<file path="src/rtl/fanin_pkg.sv">
// Shared types and default sizing for the child fan-in arbiter and its output FIFO.
package fanin_pkg;

   localparam int NUM_CHILD_DEF = 5;
   localparam int DATA_W_DEF    = 16;
   localparam int ID_W_DEF      = 3;

   typedef enum logic {
      IDLE,
      LOCKED
   } arb_state_e;

   typedef struct packed {
      logic [ID_W_DEF-1:0]   id;
      logic                  last;
      logic [DATA_W_DEF-1:0] data;
   } fanin_beat_t;

endpackage

</file>
<file path="src/rtl/fanin_skid_fifo.sv">
// Two-entry FIFO of beats; full is registered state, so upstream ready never sees the downstream ready.
module fanin_skid_fifo
   import fanin_pkg::*;
#(
   parameter type beat_t = fanin_beat_t
)(
   input  logic  clk,
   input  logic  rst,
   input  logic  push,
   input  beat_t push_beat,
   input  logic  pop,
   output beat_t head,
   output logic  full,
   output logic  empty
);

   beat_t      mem [2];
   logic       wr_ptr;
   logic       rd_ptr;
   logic [1:0] count;

   assign full  = (count == 2'd2);
   assign empty = (count == 2'd0);
   assign head  = mem[rd_ptr];

   // Storage is cleared on reset so the head reads as all-zero while empty.
   always_ff @(posedge clk or posedge rst) begin
      if (rst) begin
         mem[0] <= '0;
         mem[1] <= '0;
         wr_ptr <= 1'b0;
         rd_ptr <= 1'b0;
         count  <= 2'd0;
      end else begin
         if (push) begin
            mem[wr_ptr] <= push_beat;
            wr_ptr      <= ~wr_ptr;
         end
         if (pop) begin
            rd_ptr <= ~rd_ptr;
         end
         count <= count + {1'b0, push} - {1'b0, pop};
      end
   end

   assert property (@(posedge clk) disable iff (rst) push |-> !full);
   assert property (@(posedge clk) disable iff (rst) pop |-> !empty);

endmodule

</file>
<file path="src/rtl/child_fanin_arbiter.sv">
// Round-robin, packet-locked fan-in of NUM_CHILD child streams onto one upstream channel.
module child_fanin_arbiter
   import fanin_pkg::*;
#(
   parameter int NUM_CHILD = NUM_CHILD_DEF,
   parameter int DATA_W    = DATA_W_DEF,
   parameter int ID_W      = ID_W_DEF
)(
   input  logic                        clk,
   input  logic                        rst,
   input  logic [NUM_CHILD-1:0]        child_valid,
   output logic [NUM_CHILD-1:0]        child_ready,
   input  logic [NUM_CHILD*DATA_W-1:0] child_data,
   input  logic [NUM_CHILD-1:0]        child_last,
   output logic                        parent_valid,
   input  logic                        parent_ready,
   output logic [DATA_W-1:0]           parent_data,
   output logic [ID_W-1:0]             parent_id,
   output logic                        parent_last,
   output logic                        busy
);

   typedef struct packed {
      logic [ID_W-1:0]   id;
      logic              last;
      logic [DATA_W-1:0] data;
   } beat_t;

   arb_state_e      state;
   logic [ID_W-1:0] rr_ptr;
   logic [ID_W-1:0] gnt;
   logic [ID_W-1:0] sel;
   logic [ID_W-1:0] cur;
   logic            any_valid;
   logic            fifo_full;
   logic            fifo_empty;
   logic            push;
   logic            pop;
   beat_t           push_beat;
   beat_t           head;

   // Scan starts one past the last packet owner, so the owner drops to lowest priority.
   always_comb begin
      sel       = '0;
      any_valid = 1'b0;
      for (int k = 1; k <= NUM_CHILD; k++) begin
         if (!any_valid && child_valid[(int'(rr_ptr) + k) % NUM_CHILD]) begin
            any_valid = 1'b1;
            sel       = ID_W'((int'(rr_ptr) + k) % NUM_CHILD);
         end
      end
   end

   assign cur = (state == LOCKED) ? gnt : sel;

   always_comb begin
      child_ready = '0;
      if (!fifo_full) begin
         if (state == LOCKED) begin
            child_ready[gnt] = 1'b1;
         end else if (any_valid) begin
            child_ready[sel] = 1'b1;
         end
      end
   end

   always_comb begin
      push_beat      = '0;
      push_beat.id   = cur;
      push_beat.last = child_last[cur];
      push_beat.data = child_data[cur*DATA_W +: DATA_W];
   end

   assign push = |(child_valid & child_ready);
   assign pop  = parent_valid & parent_ready;

   // The lock holds from a non-last beat until the same child delivers its last beat.
   always_ff @(posedge clk or posedge rst) begin
      if (rst) begin
         state  <= IDLE;
         rr_ptr <= ID_W'(NUM_CHILD - 1);
         gnt    <= '0;
      end else if (push) begin
         case (state)
            IDLE: begin
               if (push_beat.last) begin
                  rr_ptr <= sel;
               end else begin
                  state <= LOCKED;
                  gnt   <= sel;
               end
            end
            LOCKED: begin
               if (push_beat.last) begin
                  state  <= IDLE;
                  rr_ptr <= gnt;
               end
            end
            default: state <= IDLE;
         endcase
      end
   end

   fanin_skid_fifo #(
      .beat_t(beat_t)
   ) u_fifo (
      .clk       (clk),
      .rst       (rst),
      .push      (push),
      .push_beat (push_beat),
      .pop       (pop),
      .head      (head),
      .full      (fifo_full),
      .empty     (fifo_empty)
   );

   assign parent_valid = !fifo_empty;
   assign parent_data  = head.data;
   assign parent_id    = head.id;
   assign parent_last  = head.last;
   assign busy         = (state == LOCKED);

   assert property (@(posedge clk) disable iff (rst) $onehot0(child_ready));

endmodule

</file>
<file path="config.mk">
export PLATFORM = sky130hd
export DESIGN_NAME = child_fanin_arbiter
export DESIGN_NICKNAME = d
export VERILOG_FILES = /design/src/rtl/fanin_pkg.sv /design/src/rtl/fanin_skid_fifo.sv /design/src/rtl/child_fanin_arbiter.sv
export SDC_FILE = /design/constraint.sdc
export NUM_CORES = 1
export LEC_CHECK = 0
export ABC_AREA = 1
export CORE_ASPECT_RATIO = 1.75
export CORE_MARGIN = 3
export CORE_UTILIZATION = 25
export CTS_CLUSTER_SIZE = 10
export DETAILED_ROUTE_END_ITERATION = 10
export DONT_BUFFER_PORTS = 1
export HOLD_SLACK_MARGIN = 0.06
export SLEW_MARGIN = 20
export SYNTH_ARGS = -nofsm -noshare
export SYNTH_HDL_FRONTEND = slang
export SYNTH_SLANG_ARGS = --single-unit
</file>
<file path="constraint.sdc">
create_clock -name clk -period 5 [get_ports clk]
set_input_delay 0.5 -clock clk [delete_from_list [all_inputs] [get_ports clk]]
set_output_delay 0.5 -clock clk [all_outputs]
set_load 0.01 [all_outputs]
</file>
# Word-level counts from Yosys, hierarchy flattened
# Cells that the tools add are included.
# totals
reg_bits	51
input_bits	93
out_inout_bits	27
# op_classes
n_addsub	7
div	5
magnitude_cmp	13
eq_ne	3
shifts	1
n_mux	45
n_bitwise	8
reduce_logical	16
# ops
op	n
32-bit by 5-bit < comparator with 1-bit output, second input constant	5
32-bit by 4-bit remainder unit with 32-bit output, second input constant	5
20-bit 2-to-1 mux	4
80-bit by 8-bit variable part select with 16-bit output	1
40-bit bitwise mux	1
3-bit 2-to-1 mux	8
20-bit demux with 1-bit select	1
1-bit 2-to-1 mux	19
1-bit binary-select mux with 3-bit select	6
5-bit 2-to-1 mux	3
3-bit by 4-bit < comparator with 1-bit output, second input constant	3
3-bit by 2-bit adder with 4-bit output, second input constant	2
3-bit by 3-bit adder with 4-bit output, second input constant	2
1-bit logical AND	7
1-bit demux with 3-bit select	2
3-bit by 1-bit >= comparator with 1-bit output, second input constant	2
3-bit case mux with 2 select lines	1
3-bit AND reduction	2
5-bit AND	1
1-bit logical NOT	5
5-bit OR reduction	1
3-bit by 1-bit adder with 4-bit output, second input constant	1
2-bit >= comparator, second input constant	2
2-bit by 1-bit != test with 1-bit output, second input constant	2
8 further kinds	12

# Depth between registers and ports, before layout
# depth
ltp_word	29
ltp_mapped	36
depth_no_buf	34

# Modules after synthesis
# A second synthesis with hierarchy kept.
# unflattened
hier_cells	755
hier_area_um2	4992.3
# modules_own_cells
mod	instances	cells_per_inst	area_each_um2	seq_area_each_um2
child_fanin_arbiter	1	518	2891.5	176.4
fanin_skid_fifo	1	237	2100.8	1101.1

# Least setup slack after synthesis
# No wires, ideal clock.
# synth_timing
kind	register to register
from	register rr_ptr[0]
to	register u_fifo.count[1]
setup_ns	0.129
t_arrival_ns	4.400
t_required_ns	4.871
setup_slack_ns	0.471
stages_incl_launch_ff	33
cell_sequence	dfrtp_1 buf_2 clkinv_1 ha_1 buf_2 inv_2 ha_1 inv_1 ha_1 inv_1 nand4_1 nand2_1 nand2_1 nand2_1 nand3_1 nand3_1 nand3_2 nand2_2 nor2_4 nand3_1 nand2_1 nor2_2 nand3_2 nand3_1 inv_2 nand2_1 nand2_1 inv_2 nand3_4 buf_2 ha_1 xnor2_1 xor2_1
# synth_via
elab_chain_cells	29
word_cells_on_any_way	55
classes_between	add/sub: 7; div: 5; order compare: 2; mux: 30; bitwise: 1; reduce/logical: 10
# synth_lines
item	line_no	text
start, declared	child_fanin_arbiter.sv:30	logic [ID_W-1:0] rr_ptr;
start signal, assigned	child_fanin_arbiter.sv:81	rr_ptr <= ID_W'(NUM_CHILD - 1);
start signal, assigned	child_fanin_arbiter.sv:87	rr_ptr <= sel;
start signal, assigned	child_fanin_arbiter.sv:96	rr_ptr <= gnt;
3-bit by 1-bit adder with 4-bit output	child_fanin_arbiter.sv:47, child_fanin_arbiter.sv:49	
32-bit by 4-bit remainder unit with 32-bit output	child_fanin_arbiter.sv:47, child_fanin_arbiter.sv:49	
1-bit binary-select mux with 3-bit select	child_fanin_arbiter.sv:47	if (!any_valid && child_valid[(int'(rr_ptr) + k) % NUM_CHILD]) begin
1-bit 2-to-1 mux (not written as such) (2 in a row)	child_fanin_arbiter.sv:47	
1-bit 2-to-1 mux	child_fanin_arbiter.sv:47	
1-bit logical NOT	child_fanin_arbiter.sv:47	
1-bit logical AND	child_fanin_arbiter.sv:47	
1-bit 2-to-1 mux	child_fanin_arbiter.sv:47	
[14 not listed]	n/a	
5-bit 2-to-1 mux *	child_fanin_arbiter.sv:59	if (state == LOCKED) begin
5-bit 2-to-1 mux *	child_fanin_arbiter.sv:58	if (!fifo_full) begin
via child_ready[4]	child_fanin_arbiter.sv:12	output logic [NUM_CHILD-1:0] child_ready,
5-bit AND *	child_fanin_arbiter.sv:74	assign push = |(child_valid & child_ready);
5-bit OR reduction *	child_fanin_arbiter.sv:74	
via push	child_fanin_arbiter.sv:37	logic push;
2-bit by 1-bit adder with 2-bit output *	fanin_skid_fifo.sv:42	count <= count + {1'b0, push} - {1'b0, pop};
2-bit by 1-bit subtractor with 2-bit output *	fanin_skid_fifo.sv:42	
end signal, assigned	fanin_skid_fifo.sv:42	
end, declared	fanin_skid_fifo.sv:20	logic [1:0] count;
# Mark *: on every way through the listed nets, which the timed path passes. The rest lies on a longest branch. The select of a mux whose other input is x is not followed.
# A chain may end at the register's enable or synchronous reset.

# Worst setup path after layout
# layout_timing
from	register rr_ptr[2]
to	register u_fifo.count[1]
# layout_via
elab_chain_cells	29
word_cells_on_any_way	55
classes_between	add/sub: 7; div: 5; order compare: 2; mux: 30; bitwise: 1; reduce/logical: 10
# layout_lines
item	line_no	text
3-bit by 1-bit adder with 4-bit output	child_fanin_arbiter.sv:47, child_fanin_arbiter.sv:49	
32-bit by 4-bit remainder unit with 32-bit output	child_fanin_arbiter.sv:47, child_fanin_arbiter.sv:49	
1-bit binary-select mux with 3-bit select	child_fanin_arbiter.sv:47	
1-bit 2-to-1 mux (not written as such) (2 in a row)	child_fanin_arbiter.sv:47	
1-bit 2-to-1 mux	child_fanin_arbiter.sv:47	
1-bit logical NOT	child_fanin_arbiter.sv:47	
1-bit logical AND	child_fanin_arbiter.sv:47	
1-bit 2-to-1 mux	child_fanin_arbiter.sv:47	
[12 not listed]	n/a	
1-bit demux with 3-bit select	child_fanin_arbiter.sv:62	child_ready[sel] = 1'b1;
5-bit 2-to-1 mux *	child_fanin_arbiter.sv:61	end else if (any_valid) begin
5-bit 2-to-1 mux *	child_fanin_arbiter.sv:59	
5-bit 2-to-1 mux *	child_fanin_arbiter.sv:58	
5-bit AND *	child_fanin_arbiter.sv:74	
5-bit OR reduction *	child_fanin_arbiter.sv:74	
2-bit by 1-bit adder with 2-bit output *	fanin_skid_fifo.sv:42	
2-bit by 1-bit subtractor with 2-bit output *	fanin_skid_fifo.sv:42	
# Mark *: on every way between the ends. The rest lies on a longest branch, timed or not. The select of a mux whose other input is x is not followed.

==> out/metrics.yaml <==
worst_setup_path:
  cpPeakStageDelay_ns: 0.69
  cp.required_ns: 5.22
  endpoint_kind: "flop"
  crit_fanout: 17
  ff2ff_path_depth: 32
  r2r-end: "u_fifo.count[1]"
  critPathCapture: "u_fifo.count[1]"
  r2r_start: "rr_ptr[2]"
  crit_slowest_cell: "dfstp_2"
  cp-start-kind: "flop"
  crit_type: "reg2reg"
  r2r_slack_ns: 0.41
  cpMostUsedCell: "nand2_1"
  startpoint: "rr_ptr[2]"
  cp.arrival_ns: 4.81
layout:
  area_growth_pct: 9.05
  finalNetCount: 854
  drive_above_1_share: 0.152
  final_area_mm2: 0.00529
  n_antenna_cell: 0
timing:
  min_period_over_period: 0.918
  slew_violations: 0
  worst_pin_slew_ns: 1.02
  rsz0062_at_grt: "false"
  fin_setup_tns_ns: 0
  hold_viol: 0
  setup_viol: 0
  clock_skew_ns: 0.00490
  slew_headroom: 0.320
  fmax_mhz: 218
  fin_crit_ns: 4.59
yosys:
  synth-compound-area-share: 0.0606
  synth_cell_types: 41
  ys_warn_count: 0
  synth-seq-cells: 51
  synth_area_mm2: 0.00485
  async_flop_share: 1.00
  syn_nets: 859
  synth_edf_count: 0
  synthMuxAreaShare: 0.0464
  synth-seq-area-share: 0.263
  synth-xor-area-share: 0.0160
  syn_inst: 742
  synth_top_family_by_area: "simple AND/OR/NAND/NOR gates"
  synth_ff_type: "dfrtp_1"
  synth_area_per_cell_um2: 6.54
  synthSimpleGateAreaFrac: 0.459
  synth_fa_ha_area_frac: 0.0619
cts:
  cts_buffers: 5
  clk_pin_slew_ns: 0.07
  clkLatencyLatePin_ns: 0.30
  cts-root-buf: "clkbuf_16"
  tritoncts: "built"
  ctsLongestPathBuffers: 2
  h-tree-depth: 2
  holdBufCountCts: 0
  clock-sinks: 51
global_route:
  grt_overflow: 0
  antenna_found_initial: 0
  first_global_vias: 4688
  grt_usage: 0.144
  grt_pass1_wl_um: 24500
  grt_max_degree: 52
floorplan:
  ios: 120
  start_util: 0.258
  die_area_mm2: 0.0212
  die_h_um: 190
  core_area_mm2: 0.0188
  rows: 66
  chipWidth_um: 111
place:
  routabilityCongestion: 0.890
  place_area_mm2: 0.00510
  post-dp-hpwl_um: 12400
  numPortBuffers: 0
job:
  drv_cap: 0
route:
  dr.pass1.iters: 5
  viasPerCell: 4.85
  drtAntennaViolNets: 0
  drcViolationCount: 0
  drt_iter0_markers: 265
  routedWlPerCell_um: 16.1
  wl_um: 15700
  vias: 4729
worst_hold_path:
  hold_class: "in2async"
run_status:
  outcome: "finished clean"
[layout make-up]
cell class / count / area [um^2]
Tap cell: 238 / 298
Fill cell: 2149 / 13500
Timing Repair Buffer: 19 / 159
Clock buffer: 6 / 139
Inverter: 72 / 274
Sequential cell: 51 / 1280
Multi-Input combinational cell: 588 / 3130
Clock inverter: 2 / 16.3
[how the worst min path moves through the flow]
stage | to | cells after the start | slack [ns]
final | u_fifo.mem[32] | 1 | 0.25
after floorplan | u_fifo.mem[0] | 2 | 0.44
after detailed placement | u_fifo.mem[34] | 2 | 0.46
after CTS | u_fifo.rd_ptr | 2 | 0.38
after global placement | u_fifo.mem[38] | 2 | 0.45
after global routing | u_fifo.mem[32] | 1 | 0.32
[worst max-delay path: cells and delay by family, from the launching register on]
family,cells,cell delay [ns]
xor+xnor,3,0.42
fa+ha+maj,3,0.72
buf+inv,6,0.51
compound gates,2,0.36
simple gates,18,1.80
flops,1,0.69
[logic make-up (layout without fill, tap and decap cells)]
kind of cell	Yosys count	count (layout)
flops	51	51
mux	20	20
xor+xnor	8	8
fa+ha+maj	24	24
buf+inv	103	99
compound gates	47	47
simple gates	489	489
[state kept, by name, summed over array words and instances, names as in the netlist]
signal / cells
u_fifo.count: 2
rr_ptr: 3
gnt: 3
busy: 1
u_fifo.rd_ptr: 1
u_fifo.wr_ptr: 1
u_fifo.mem: 40
[cell usage after synthesis (2+ instances only)]
cell type,instances,area [um^2]
nand2_4,4,45.0
o22ai_1,2,12.5
mux2_2,20,225
a21oi_1,5,25.0
and2_1,2,12.5
inv_2,18,67.6
buf_6,4,45.0
nand2_1,266,998
buf_2,13,65.1
o21a_1,2,15.0
buf_4,5,37.5
nand3_2,8,80.1
nand2_2,16,100
nor2_2,2,12.5
nand4_1,15,93.8
nor2_4,2,22.5
xnor2_1,3,26.3
clkinv_1,2,7.51
o21ai_0,14,70.1
o21ai_1,16,80.1
clkbuf_1,8,30.0
nand3_1,147,736
nor3_1,3,15.0
o21ai_2,3,26.3
inv_1,51,191
xor2_1,4,35.0
ha_1,24,300
nor2_1,21,78.8
dfrtp_1,50,1250
[through the flow]
stage | utilization | std cells | setup slack [ns] | hold slack [ns]
after floorplan | - | 742 | 0.471 | 0.436
after global placement | 0.271 | 964 | 0.399 | 0.451
after detailed placement | 0.271 | 964 | 0.275 | 0.455
after CTS | 0.279 | 972 | 0.234 | 0.384
after global routing | 0.281 | 976 | 0.0153 | 0.318
final | 0.281 | 976 | 0.408 | 0.248
[layer usage]
metal | global-route usage | vias up | wire length (um)
met5 | 0 | - | 0
met4 | 0.0347 | 0 | 257
met3 | 0.0187 | 14 | 548
met2 | 0.300 | 86 | 9260
met1 | 0.148 | 2226 | 5680
li1 | - | 2403 | -
[layout by cell type, fill, tap and decap left out, drive strengths merged, types with 2 or more instances in the layout]
master  synthesis  layout
ha             24      24
nand2         286     286
o21ai          34      34
xor2            5       5
nand4          15      15
inv            70      69
a21oi           5       5
and2            2       2
nor2           25      25
dfrtp          50      50
buf            23      19
xnor2           3       3
o21a            2       2
nand3         156     156
mux2           20      20
clkbuf          8       6
clkinv          2       4
nor3            3       3
o22ai           2       2
[timing repair]
action	in CTS	in global routing
setup buffers	0	4
resized for setup	0	4
endpoints found under the setup margin	0	53
Power is not shown: default switching activity piles up to over one toggle a cycle in this logic, so the estimate is an artifact.
